## src/rtl/lsu_pkg.sv

```systemverilog
// rtl/lsu_pkg.sv - shared funct3 codes, state encoding and request checks for lsu_master
package lsu_pkg;

  localparam logic [2:0] F3_B  = 3'd0;
  localparam logic [2:0] F3_H  = 3'd1;
  localparam logic [2:0] F3_W  = 3'd2;
  localparam logic [2:0] F3_BU = 3'd4;
  localparam logic [2:0] F3_HU = 3'd5;

  typedef enum logic [2:0] {
    ST_IDLE,
    ST_RD_ISSUE,
    ST_RD_CAPT,
    ST_WR,
    ST_RESP
  } lsu_state_e;

  // Bus words carry the lowest-addressed byte in [31:24], so a full word is byte-reversed.
  function automatic logic [31:0] byte_swap(input logic [31:0] w);
    byte_swap = {w[7:0], w[15:8], w[23:16], w[31:24]};
  endfunction

  function automatic logic req_err(input logic we, input logic [2:0] f3, input logic [1:0] off);
    case (f3)
      F3_B:    req_err = 1'b0;
      F3_H:    req_err = off[0];
      F3_W:    req_err = (off != 2'b00);
      F3_BU:   req_err = we;
      F3_HU:   req_err = we | off[0];
      default: req_err = 1'b1;
    endcase
  endfunction

endpackage

```

## src/rtl/lsu_align.sv

```systemverilog
// rtl/lsu_align.sv - lane extraction/extension for loads and lane merge for stores
module lsu_align
  import lsu_pkg::*;
(
  input  logic [2:0]  funct3_i,
  input  logic [1:0]  offset_i,
  input  logic [31:0] wdata_i,
  input  logic [31:0] ld_word_i,
  input  logic [31:0] st_word_i,
  output logic [31:0] ld_data_o,
  output logic [31:0] st_word_o
);

  logic [7:0] b_lo;
  logic [7:0] b_hi;
  logic [1:0] off_hi;

  // Halfwords are 2-aligned, so the upper byte always sits at offset|1.
  assign off_hi = offset_i | 2'b01;

  always_comb begin
    b_lo = '0;
    b_hi = '0;
    for (int k = 0; k < 4; k++) begin
      if (offset_i == 2'(k)) b_lo = ld_word_i[31-8*k -: 8];
      if (off_hi == 2'(k))   b_hi = ld_word_i[31-8*k -: 8];
    end
    case (funct3_i)
      F3_B:    ld_data_o = {{24{b_lo[7]}}, b_lo};
      F3_BU:   ld_data_o = {24'b0, b_lo};
      F3_H:    ld_data_o = {{16{b_hi[7]}}, b_hi, b_lo};
      F3_HU:   ld_data_o = {16'b0, b_hi, b_lo};
      default: ld_data_o = byte_swap(ld_word_i);
    endcase
  end

  always_comb begin
    st_word_o = st_word_i;
    for (int k = 0; k < 4; k++) begin
      if (offset_i == 2'(k) && funct3_i != F3_W) st_word_o[31-8*k -: 8] = wdata_i[7:0];
      if (off_hi == 2'(k) && funct3_i == F3_H)   st_word_o[31-8*k -: 8] = wdata_i[15:8];
    end
    if (funct3_i == F3_W) st_word_o = byte_swap(wdata_i);
  end

endmodule

```

## src/rtl/lsu_master.sv

```systemverilog
// rtl/lsu_master.sv - load/store unit bus master with read-modify-write for byte/halfword stores
module lsu_master
  import lsu_pkg::*;
(
  input  logic        clk,
  input  logic        sys_rst_n,
  input  logic        lsu_req,
  input  logic        lsu_we,
  input  logic [2:0]  lsu_funct3,
  input  logic [31:0] lsu_addr,
  input  logic [31:0] lsu_wdata,
  output logic        lsu_busy,
  output logic        lsu_done,
  output logic        lsu_err,
  output logic [31:0] lsu_rdata,
  output logic [31:0] mem_addr,
  output logic [31:0] mem_wdata,
  output logic        mem_we,
  input  logic [31:0] mem_rdata
);

  lsu_state_e  state_q, state_d;
  logic        accept;
  logic        acc_err;
  logic [2:0]  f3_q;
  logic [1:0]  off_q;
  logic        we_q;
  logic        err_q;
  logic [31:0] wdata_q;
  logic [31:0] rword_q;
  logic [31:0] mem_addr_q;
  logic [31:0] mem_wdata_q;
  logic        mem_we_q;
  logic [31:0] lsu_rdata_q;
  logic        lsu_done_q;
  logic        lsu_err_q;

  logic [2:0]  sel_f3;
  logic [1:0]  sel_off;
  logic [31:0] sel_wdata;
  logic [31:0] ld_data;
  logic [31:0] st_word;

  assign acc_err = req_err(lsu_we, lsu_funct3, lsu_addr[1:0]);

  always_comb begin
    state_d = state_q;
    accept  = 1'b0;
    case (state_q)
      ST_IDLE: begin
        if (lsu_req) begin
          accept = 1'b1;
          if (acc_err)                         state_d = ST_RESP;
          else if (lsu_we && lsu_funct3 == F3_W) state_d = ST_WR;
          else                                 state_d = ST_RD_ISSUE;
        end
      end
      ST_RD_ISSUE: state_d = ST_RD_CAPT;
      ST_RD_CAPT:  state_d = we_q ? ST_WR : ST_RESP;
      ST_WR:       state_d = ST_RESP;
      ST_RESP:     state_d = ST_IDLE;
      default:     state_d = ST_IDLE;
    endcase
  end

  // SW goes straight from IDLE to WR, so the store word is built from the live request fields there.
  assign sel_f3    = (state_q == ST_IDLE) ? lsu_funct3     : f3_q;
  assign sel_off   = (state_q == ST_IDLE) ? lsu_addr[1:0]  : off_q;
  assign sel_wdata = (state_q == ST_IDLE) ? lsu_wdata      : wdata_q;

  lsu_align u_align (
    .funct3_i  (sel_f3),
    .offset_i  (sel_off),
    .wdata_i   (sel_wdata),
    .ld_word_i (rword_q),
    .st_word_i (mem_rdata),
    .ld_data_o (ld_data),
    .st_word_o (st_word)
  );

  always_ff @(posedge clk or negedge sys_rst_n) begin
    if (!sys_rst_n) begin
      state_q     <= ST_IDLE;
      f3_q        <= '0;
      off_q       <= '0;
      we_q        <= 1'b0;
      err_q       <= 1'b0;
      wdata_q     <= '0;
      rword_q     <= '0;
      mem_addr_q  <= '0;
      mem_wdata_q <= '0;
      mem_we_q    <= 1'b0;
      lsu_rdata_q <= '0;
      lsu_done_q  <= 1'b0;
      lsu_err_q   <= 1'b0;
    end else begin
      state_q <= state_d;
      if (accept) begin
        f3_q    <= lsu_funct3;
        off_q   <= lsu_addr[1:0];
        we_q    <= lsu_we;
        err_q   <= acc_err;
        wdata_q <= lsu_wdata;
        if (!acc_err) mem_addr_q <= {lsu_addr[31:2], 2'b00};
      end
      if (state_q == ST_RD_CAPT) rword_q <= mem_rdata;
      mem_we_q <= (state_d == ST_WR);
      if (state_d == ST_WR) mem_wdata_q <= st_word;
      lsu_done_q <= (state_q == ST_RESP);
      lsu_err_q  <= (state_q == ST_RESP) && err_q;
      if (state_q == ST_RESP && !err_q && !we_q) lsu_rdata_q <= ld_data;
    end
  end

  assign lsu_busy  = (state_q != ST_IDLE);
  assign lsu_done  = lsu_done_q;
  assign lsu_err   = lsu_err_q;
  assign lsu_rdata = lsu_rdata_q;
  assign mem_addr  = mem_addr_q;
  assign mem_wdata = mem_wdata_q;
  assign mem_we    = mem_we_q;

endmodule

```

## config.mk

```make
export PLATFORM = sky130hd
export DESIGN_NAME = lsu_master
export DESIGN_NICKNAME = d
export VERILOG_FILES = /design/src/rtl/lsu_pkg.sv /design/src/rtl/lsu_align.sv /design/src/rtl/lsu_master.sv
export SDC_FILE = /design/constraint.sdc
export NUM_CORES = 1
export LEC_CHECK = 0
export ABC_AREA = 0
export CAP_MARGIN = 20
export CORE_ASPECT_RATIO = 0.5
export CORE_UTILIZATION = 45
export DETAILED_ROUTE_END_ITERATION = 6
export GPL_ROUTABILITY_DRIVEN = 0
export HOLD_SLACK_MARGIN = 0.06
export PLACE_DENSITY = 0.77
export SETUP_SLACK_MARGIN = 0.15
export SYNTH_ARGS = -nofsm -noshare
export SYNTH_HDL_FRONTEND = slang
export SYNTH_SLANG_ARGS = --single-unit
```

## constraint.sdc

```tcl
create_clock -name clk -period 2.5 [get_ports clk]
set_clock_uncertainty 0.2 [all_clocks]
set_input_delay 0.5 -clock clk [delete_from_list [all_inputs] [get_ports clk]]
set_output_delay 0.5 -clock clk [all_outputs]
set_load 0.1 [all_outputs]
```

* Word level (Yosys, flattened, before mapping) *
Cells that the tools add are included.

operators by class
  equal/unequal tests = 17
  mux-type cells = 25
  bitwise operators = 3
  reductions and logical operators = 21

operators by type and width
  cell                                                                     count
  32-bit one-hot mux with 4 select lines                                   1
  8-bit two-way mux                                                        12
  32-bit two-way mux                                                       2
  3-bit by 2-bit equality test with 1-bit output, second input constant    5
  3-bit equality test, second input constant                               5
  3-bit two-way mux                                                        4
  3-bit one-hot mux with 4 select lines                                    1
  1-bit logical AND                                                        11
  3-bit by 1-bit equality test with 1-bit output, second input constant    3
  3-bit zero test                                                          3
  1-bit one-hot mux with 5 select lines                                    1
  2-bit equality test, second input constant                               2
  2-bit zero test                                                          2
  2-bit two-way mux                                                        2
  3-bit by 2-bit inequality test with 1-bit output, second input constant  1
  3-bit nonzero test                                                       1
  2-bit by 1-bit equality test with 1-bit output, second input constant    1
  1-bit zero test                                                          2
  1-bit two-way mux                                                        2
  1-bit inverter                                                           2
  2-bit AND reduction                                                      1
  2-bit nonzero test                                                       1
  1-bit OR                                                                 1

storage, ports and cells
  register bits = 171
  logic and storage cells = 79

* Logic depth before layout (Yosys ltp) *
Gate-level depths: netlist of the first run.

  word-level depth = 8
  mapped depth = 11

* Hierarchy *
A second synthesis of the first run with hierarchy kept.

unflattened totals
  cells, all modules = 677
  area total of the unflattened synthesis = 8677.1 µm²

modules (own cells, without submodules)
  module      times used  cells each  area each (µm²)  sequential area each (µm²)
  lsu_master  1           420         6839.1           4279.1
  lsu_align   1           257         1838.0           0.0

* Worst setup path before layout of the first run *
Ideal clock, no wire load.

  path kind = register -> register
  start point = register state_q[0]
  end point = register lsu_rdata_q[0], in the netlist lsu_rdata[0]
  setup time = 0.147 ns
  arrival time = 2.587 ns
  slack = -0.434 ns
  stages on the path, launching flop included = 9
  path buffers = 3
  clock period less this slack = 2.934 ns
  cell sequence = dfrtp_1 > nor3_2 > buf_4 > inv_2 > buf_6 > clkbuf_1 > nand2_1 > a21oi_1 > a211oi_1

between the ends
  longest elaborated chain between the ends = 8
  elaborated cells on any way between the ends = 19

RTL lines
  element                                 RTL line                            RTL
  start: declaration                      lsu_master.sv:22                    lsu_state_e state_q, state_d;
  start signal: assignment                lsu_master.sv:97                    state_q <= state_d;
  3-bit zero test                         lsu_master.sv:67, lsu_master.sv:68
  2-bit two-way mux                       lsu_master.sv:68                    assign sel_off = (state_q == ST_IDLE) ? lsu_addr[1:0] : off_q;
  2-bit zero test                         lsu_align.sv:25                     if (offset_i == 2'(k)) b_lo = ld_word_i[31-8*k -: 8];
  8-bit two-way mux (4 in a row)          lsu_align.sv:25
  32-bit one-hot mux with 4 select lines  lsu_align.sv:28                     case (funct3_i)
  end signal: assignment                  lsu_master.sv:111                   if (state_q == ST_RESP && !err_q && !we_q) lsu_rdata_q <= ld_data;
  end: declaration                        lsu_master.sv:34                    logic [31:0] lsu_rdata_q;

Parallel ways exist; a longest one is shown, timed or not.
A chain may end at the register's enable or synchronous reset.

* Worst setup path after layout of the first run *
  start point = register state_q[1]
  end point = register lsu_rdata_q[30], in the netlist lsu_rdata[30]

Same word-level chain as after synthesis.

==> results of run 1 <==
-- area by class of cell --
type | count | share of cell area, %
multi-input cells | 513 | 33.5
flip-flops and latches | 171 | 35.6
inverters | 20 | 0.686
clock inverters | 14 | 1.21
well taps | 234 | 2.43
clock buffers | 18 | 3.57
repair buffers | 301 | 23.0
-- through the flow --
| step | utilization [%] | hold WS, ps | setup TNS [ps] | instance area (um2) | setup slack [ps] |
|---|---|---|---|---|---|
| after global placement | 60.8 | 256 | -10570 | 10600 | -304 |
| final | 68.8 | 277 | -0.772 | 12000 | -0.772 |
| after detailed placement | 60.8 | 262 | -14000 | 10600 | -326 |
| after global routing | 68.8 | 306 | -537 | 12000 | -40.7 |
| after floorplan | - | 4.41 | 0 | 8150 | 147 |
| after CTS | 66.3 | 277 | 0 | 11600 | 38.2 |
-- worst reg2reg max path, stage by stage, from the launching register on --
cell and delay (ps):
dfrtp_1 410, nor3_4 220, buf_6 140, buf_6 100, mux2_4 280, o32a_1 350
a221oi_4 330, buf_4 170, buf_12 120, nor3_1 60
-- what timing repair did --
action,CTS,global route
resized for setup,39,81
pin swaps,12,36
gates cloned,4,2
endpoints found under the setup margin,54,65
hold buffers,1,0
buffers inserted,14,11
endpoints found under the hold margin,50,0
-- metal layers --
layer / GRT usage [%] / up-vias / wire [um]
li1: - / 3233 / -
met1: 37.8 / 3715 / 11000
met2: 44.3 / 446 / 12900
met3: 7.51 / 119 / 2490
met4: 9.04 / 0 / 1110
met5: 0 / - / 0
-- worst min path at each step --
stage                                  startpoint                 endpoint  slack [ps]  depth (start not counted)
after global placement    wdata_q[23]$_DFFE_PN0P_  wdata_q[23]$_DFFE_PN0P_         260                          2
after floorplan                         sys_rst_n        err_q$_DFFE_PN0P_           4                          0
after CTS                 wdata_q[23]$_DFFE_PN0P_  wdata_q[23]$_DFFE_PN0P_         280                          2
after detailed placement  wdata_q[16]$_DFFE_PN0P_  wdata_q[16]$_DFFE_PN0P_         260                          2
after global routing      wdata_q[17]$_DFFE_PN0P_  wdata_q[17]$_DFFE_PN0P_         310                          2
final                     wdata_q[23]$_DFFE_PN0P_  wdata_q[23]$_DFFE_PN0P_         280                          2
-- state kept, by name (all words and copies together) (netlist names) --
name,flops
lsu_rdata,32
mem_wdata,32
rword_q,32
wdata_q,32
mem_addr,30
f3_q,3
state_q,3
off_q,2
err_q,1
lsu_done,1
lsu_err,1
mem_we,1
we_q,1
-- logic make-up after synthesis --
group	after synthesis	share of synthesized area, %
simple gates	225	13.1
flops	171	52.7
compound gates	156	12.7
mux	127	17.4
buf+inv	70	4.03
other cells	1	0.0462
-- cell usage in the layout, fill, tap and decap left out, drive strengths merged, types with 7 or more instances in the layout --
cell type and count:
a21oi 19, mux2 87, a211oi 17, nor2 42, buf 199, inv 23
mux2i 42, clkbuf 18, clkdlybuf4s50 99, o22ai 8, o21ai 54, nor3 43
dfrtp 171, a211o 7, nand3 11, a22o 7, a31oi 9, o211ai 8
a22oi 7, o22a 9, or3 11, nand2 91
==> run metrics, run 1 <==
status=finished with violations; failing checks=negative setup slack; DP HPWL=18100 um; Via Count=7513; R2R depth=9; setup violators final=1; unrepaired setup endpoints after global routing=yes; critical path required time=roughly 2600 ps; Crit path depth=9; Max Slew Vio Count=0; reg2reg end=lsu_rdata[30]$_DFFE_PN0P_; multi-input logic area=4040 um2; area delta synth->final=48.3%; Final Hold Viols=0; YS warnings=0; Async S/R FF share, synth=100%; CP most frequent cell=buf_6; Crit Path Class=reg2reg; Die ar.=about 19000 um2; port bufs=200; WL/cell=21.7 um; pin count of the biggest net entering global routing=56; Antenna Cells=0; register area share after synthesis=52.7%; TritonCTS sink count=171; critical path data arrival time=roughly 2600 ps; final net count=1127; Setup crit start=state_q[1]$_DFF_PN0_; fillcell total=1202; Cells after DPL=approximately 1200; Vias/cell=5.91; synthesized netlist cell count=750; WP buf/inv=4; CP top delay family=compound AO/OA/AOI/OAI gates; Synth top area share=52.7%; Routed Antenna Nets=0; CTS max path bufs=2; Starting Density=a little under half; H-tree Lvls=4; CP max stage cell=dfrtp_1; Slowest Stage Delay on Critical Path=410 ps; Main synth FF type=dfrtp_1; crit path time final=approximately 2500 ps; #FFs+latches synth=171; clock slew at reported path FFs=70 ps; Critical Path, Cell by Cell=nor3_4 -> buf_6 -> buf_6 -> mux2_4 -> o32a_1 -> a221oi_4 -> buf_4 -> buf_12 -> nor3_1; worst min-delay path class=reg2reg; Yosys cell types=53; DRC Markers=0; Max-slew headroom=61.5%; leading area contributor after synthesis=dfrtp_1; crit-path max FO=8; Total Routing Usage GR=between 20% and 30%; GRT overflow=0; most numerous cell in the Yosys netlist=dfrtp_1; synthesized cell area=roughly 8100 um2; Avg Inst Size Synth=10.8 um2; Detailed Route WL=27500 um; total CTS buffers=17; Tcrit/Tclk final=100%; synth top area cells=dfrtp_1 (53%), mux2_2 (12%), mux2i_1 (4.7%), nand2_1 (4.2%), o21ai_0 (3.1%); number of global-route vias before repair=around 7300; Worst R2R Start=state_q[1]$_DFF_PN0_; Rows=34; CTS tree=done; Skew-Pair Late Insertion Delay=430 ps; Die H=96.9 um; first-pass GRT wire length=40100 um; top cells by instance count after synthesis=dfrtp_1 (171), nand2_1 (91), mux2_2 (85), o21ai_0 (51), nor2_1 (42); worst slew pin tran=577 ps; EDFF count, synth=0; IO Count=203; Critical Path End Type=flip-flop; Reg area=4280 um2; Finished Layout Cells=1271; final worst setup slack=-0.772 ps; core area=17500 um2; initial antenna violation count=0; Startpoint Class=flip-flop; Initial DRC Count=around 840; CTS root buf=clkbuf_16; die width=~190 um; critical path endpoint=lsu_rdata[30]$_DFFE_PN0P_; router iterations before antenna repair=6; share of layout cells above drive strength 1=37.8%; R2R setup slack=-0.8 ps; Max Cap Viol=0; Fmax=0.400 GHz
Power of run 1 is left out: the tool's default activity adds up to more than one toggle a clock period on the data nets, which glitch-free logic cannot reach.
==> run 2: changes to the inputs <==
- ABC_AREA: 0 -> 1
- PLACE_DENSITY: 0.77 -> 0.76
==> run metrics, run 2 <==
Critical Path End Type=primary output; Setup crit start=state_q[1]$_DFF_PN0_; H-tree Lvls=4; initial antenna violation count=0; critical path data arrival time=1610 ps; commonest non-fill, non-tap cells in the layout=nand2_1 (420), dfrtp_1 (169), buf_4 (159), inv_1 (116), o21ai_0 (104); commonest non-fill, non-tap cell in the layout=nand2_1; most numerous cell in the Yosys netlist=nand2_1; first-pass GRT wire length=between 40000 and 50000 um; Skew-Pair Late Insertion Delay=~430 ps; status=complete, no violations; synthesized cell area=8510 um2; CP most frequent cell=buf_12; #FFs+latches synth=171; WP buf/inv=2; Tcrit/Tclk final=between 90% and 100%; number of global-route vias before repair=7781; critical path endpoint=lsu_busy; reg2reg end=lsu_rdata[15]$_DFFE_PN0P_; Die H=99.2 um; Cells after DPL=1601; Vias/cell=5.18; EDFF count, synth=0; Total Routing Usage GR=27.4%; Rows=35; Die ar.=around 19000 um2; DRC Markers=0; multi-input logic area=3510 um2; area delta synth->final=37.7%; WL/cell=~16 um; crit path time final=2310 ps; Max Slew Vio Count=0; CTS max path bufs=2; top cells by instance count after synthesis=nand2_1 (426), dfrtp_1 (171), inv_1 (118), o21ai_0 (104), nand3_1 (74); final net count=1477; setup violators final=0; share of layout cells above drive strength 1=19.4%; R2R setup slack=220 ps; fillcell total=~1500; CP top delay family=flip-flops; Synth top area share=50.3%; leading area contributor after synthesis=dfrtp_1; Crit path depth=4; TritonCTS sink count=between 150 and 200; IO Count=203; Initial DRC Count=849; crit-path max FO=24; router iterations before antenna repair=6; Critical Path, Cell by Cell=nor2_4 -> nand2_8 -> buf_12 -> buf_12; synthesized netlist cell count=approximately 1100; Max Cap Viol=0; CTS root buf=clkbuf_16; total CTS buffers=17; Slowest Stage Delay on Critical Path=430 ps; Main synth FF type=dfrtp_1; DP HPWL=19100 um; GRT overflow=0; clock slew at reported path FFs=70 ps; worst min-delay path class=reg2reg; CP max stage cell=dfrtp_2; port bufs=200; critical path required time=1800 ps; CTS tree=done; Final Hold Viols=0; Routed Antenna Nets=0; Finished Layout Cells=1646; core area=18400 um2; Avg Inst Size Synth=7.49 um2; Yosys cell types=34; R2R depth=13; Detailed Route WL=26800 um; Via Count=8534; Crit Path Class=reg2out; synth top area cells=dfrtp_1 (50%), nand2_1 (19%), o21ai_0 (6.1%), inv_1 (5.2%), nand3_1 (4.4%); pin count of the biggest net entering global routing=60; Reg area=4280 um2; register area share after synthesis=around half; Startpoint Class=flip-flop; die width=~200 um; Antenna Cells=0; Starting Density=46.2%; Async S/R FF share, synth=100%; unrepaired setup endpoints after global routing=yes; Fmax=0.432 GHz; Max-slew headroom=about three fifths; Worst R2R Start=state_q[1]$_DFF_PN0_; worst slew pin tran=568 ps; YS warnings=0
run 2: cell types whose count changed after synthesis, moves of 36 or more:
cell     previous run  this run
nand2_1            91       426
inv_1              18       118
mux2_2             85         8
nand3_1            10        74
o21ai_0            51       104
mux2i_1            38         0
nor3_1             39         3
run 2: tightest hold or removal path: cells and delay by family (launching register included):
kind | cells | cell delay, ps
AND/OR/NAND/NOR | 2 | 90
flip-flops | 1 | 350
run 2: stage by stage:
| stage | setup TNS (ps) | utilization, % | worst slack, ps | hold WS, ps | instance area, um2 |
|---|---|---|---|---|---|
| after floorplan | 0 | - | 197 | 4.41 | 8520 |
| after global placement | -1980 | 59.1 | -69.2 | 248 | 10900 |
| after detailed placement | -4000 | 59.1 | -122 | 260 | 10900 |
| after CTS | 0 | 62.7 | 152 | 275 | 11600 |
| after global routing | 0 | 63.6 | 102 | 295 | 11700 |
| final | 0 | 63.6 | 187 | 276 | 11700 |
run 2: metal layers:
| metal | track usage, % | wire length [um] | vias to the layer above |
|---|---|---|---|
| met2 | 43.3 | 12300 | 451 |
| met3 | 6.41 | 2580 | 70 |
| met4 | 7.75 | 597 | 0 |
| met5 | 0 | 0 | - |
| li1 | - | - | 4029 |
| met1 | 37.8 | 11300 | 3984 |
run 2: layout make-up:
cell class                      instances  share of cell area (%)
Tap cell                              259                    2.77
Timing Repair Buffer                  276                    21.0
Inverter                              129                    4.19
Sequential cell                       171                    36.5
Clock inverter                         12                    1.51
Timing Repair inverter                  1                  0.0641
Clock buffer                           20                    3.98
Multi-Input combinational cell        778                    30.0
run 2: cell families after synthesis:
logic type	count (synthesis)	synth area share (%)
multiplexers	8	1.06
other	1	0.0441
buffers and inverters	188	9.04
AO/OA/AOI/OAI	183	11.6
AND/OR/NAND/NOR	585	28.0
flip-flops	171	50.3
run 2: how the worst min path moves through the flow:
| stage | from | end | slack, ps | depth (start not counted) |
|---|---|---|---|---|
| 3_5_place_dp | wdata_q[27]$_DFFE_PN0P_ | wdata_q[27]$_DFFE_PN0P_ | 260 | 2 |
| 3_3_place_gp | wdata_q[21]$_DFFE_PN0P_ | wdata_q[21]$_DFFE_PN0P_ | 250 | 2 |
| 4_1_cts | wdata_q[21]$_DFFE_PN0P_ | wdata_q[21]$_DFFE_PN0P_ | 280 | 2 |
| 2_1_floorplan | sys_rst_n | err_q$_DFFE_PN0P_ | 4 | 0 |
| 6_report | wdata_q[27]$_DFFE_PN0P_ | wdata_q[27]$_DFFE_PN0P_ | 280 | 2 |
| 5_1_grt | wdata_q[22]$_DFFE_PN0P_ | wdata_q[22]$_DFFE_PN0P_ | 300 | 2 |
run 2: repair_timing:
action	4_1_cts	5_1_grt
cloned	1	2
buffers inserted	0	9
setup endpoints to repair	3	50
resized for setup	3	19
hold buffers	1	0
pin swaps	0	4
hold endpoints to repair	54	0
Power of run 2 is left out for the same reason.
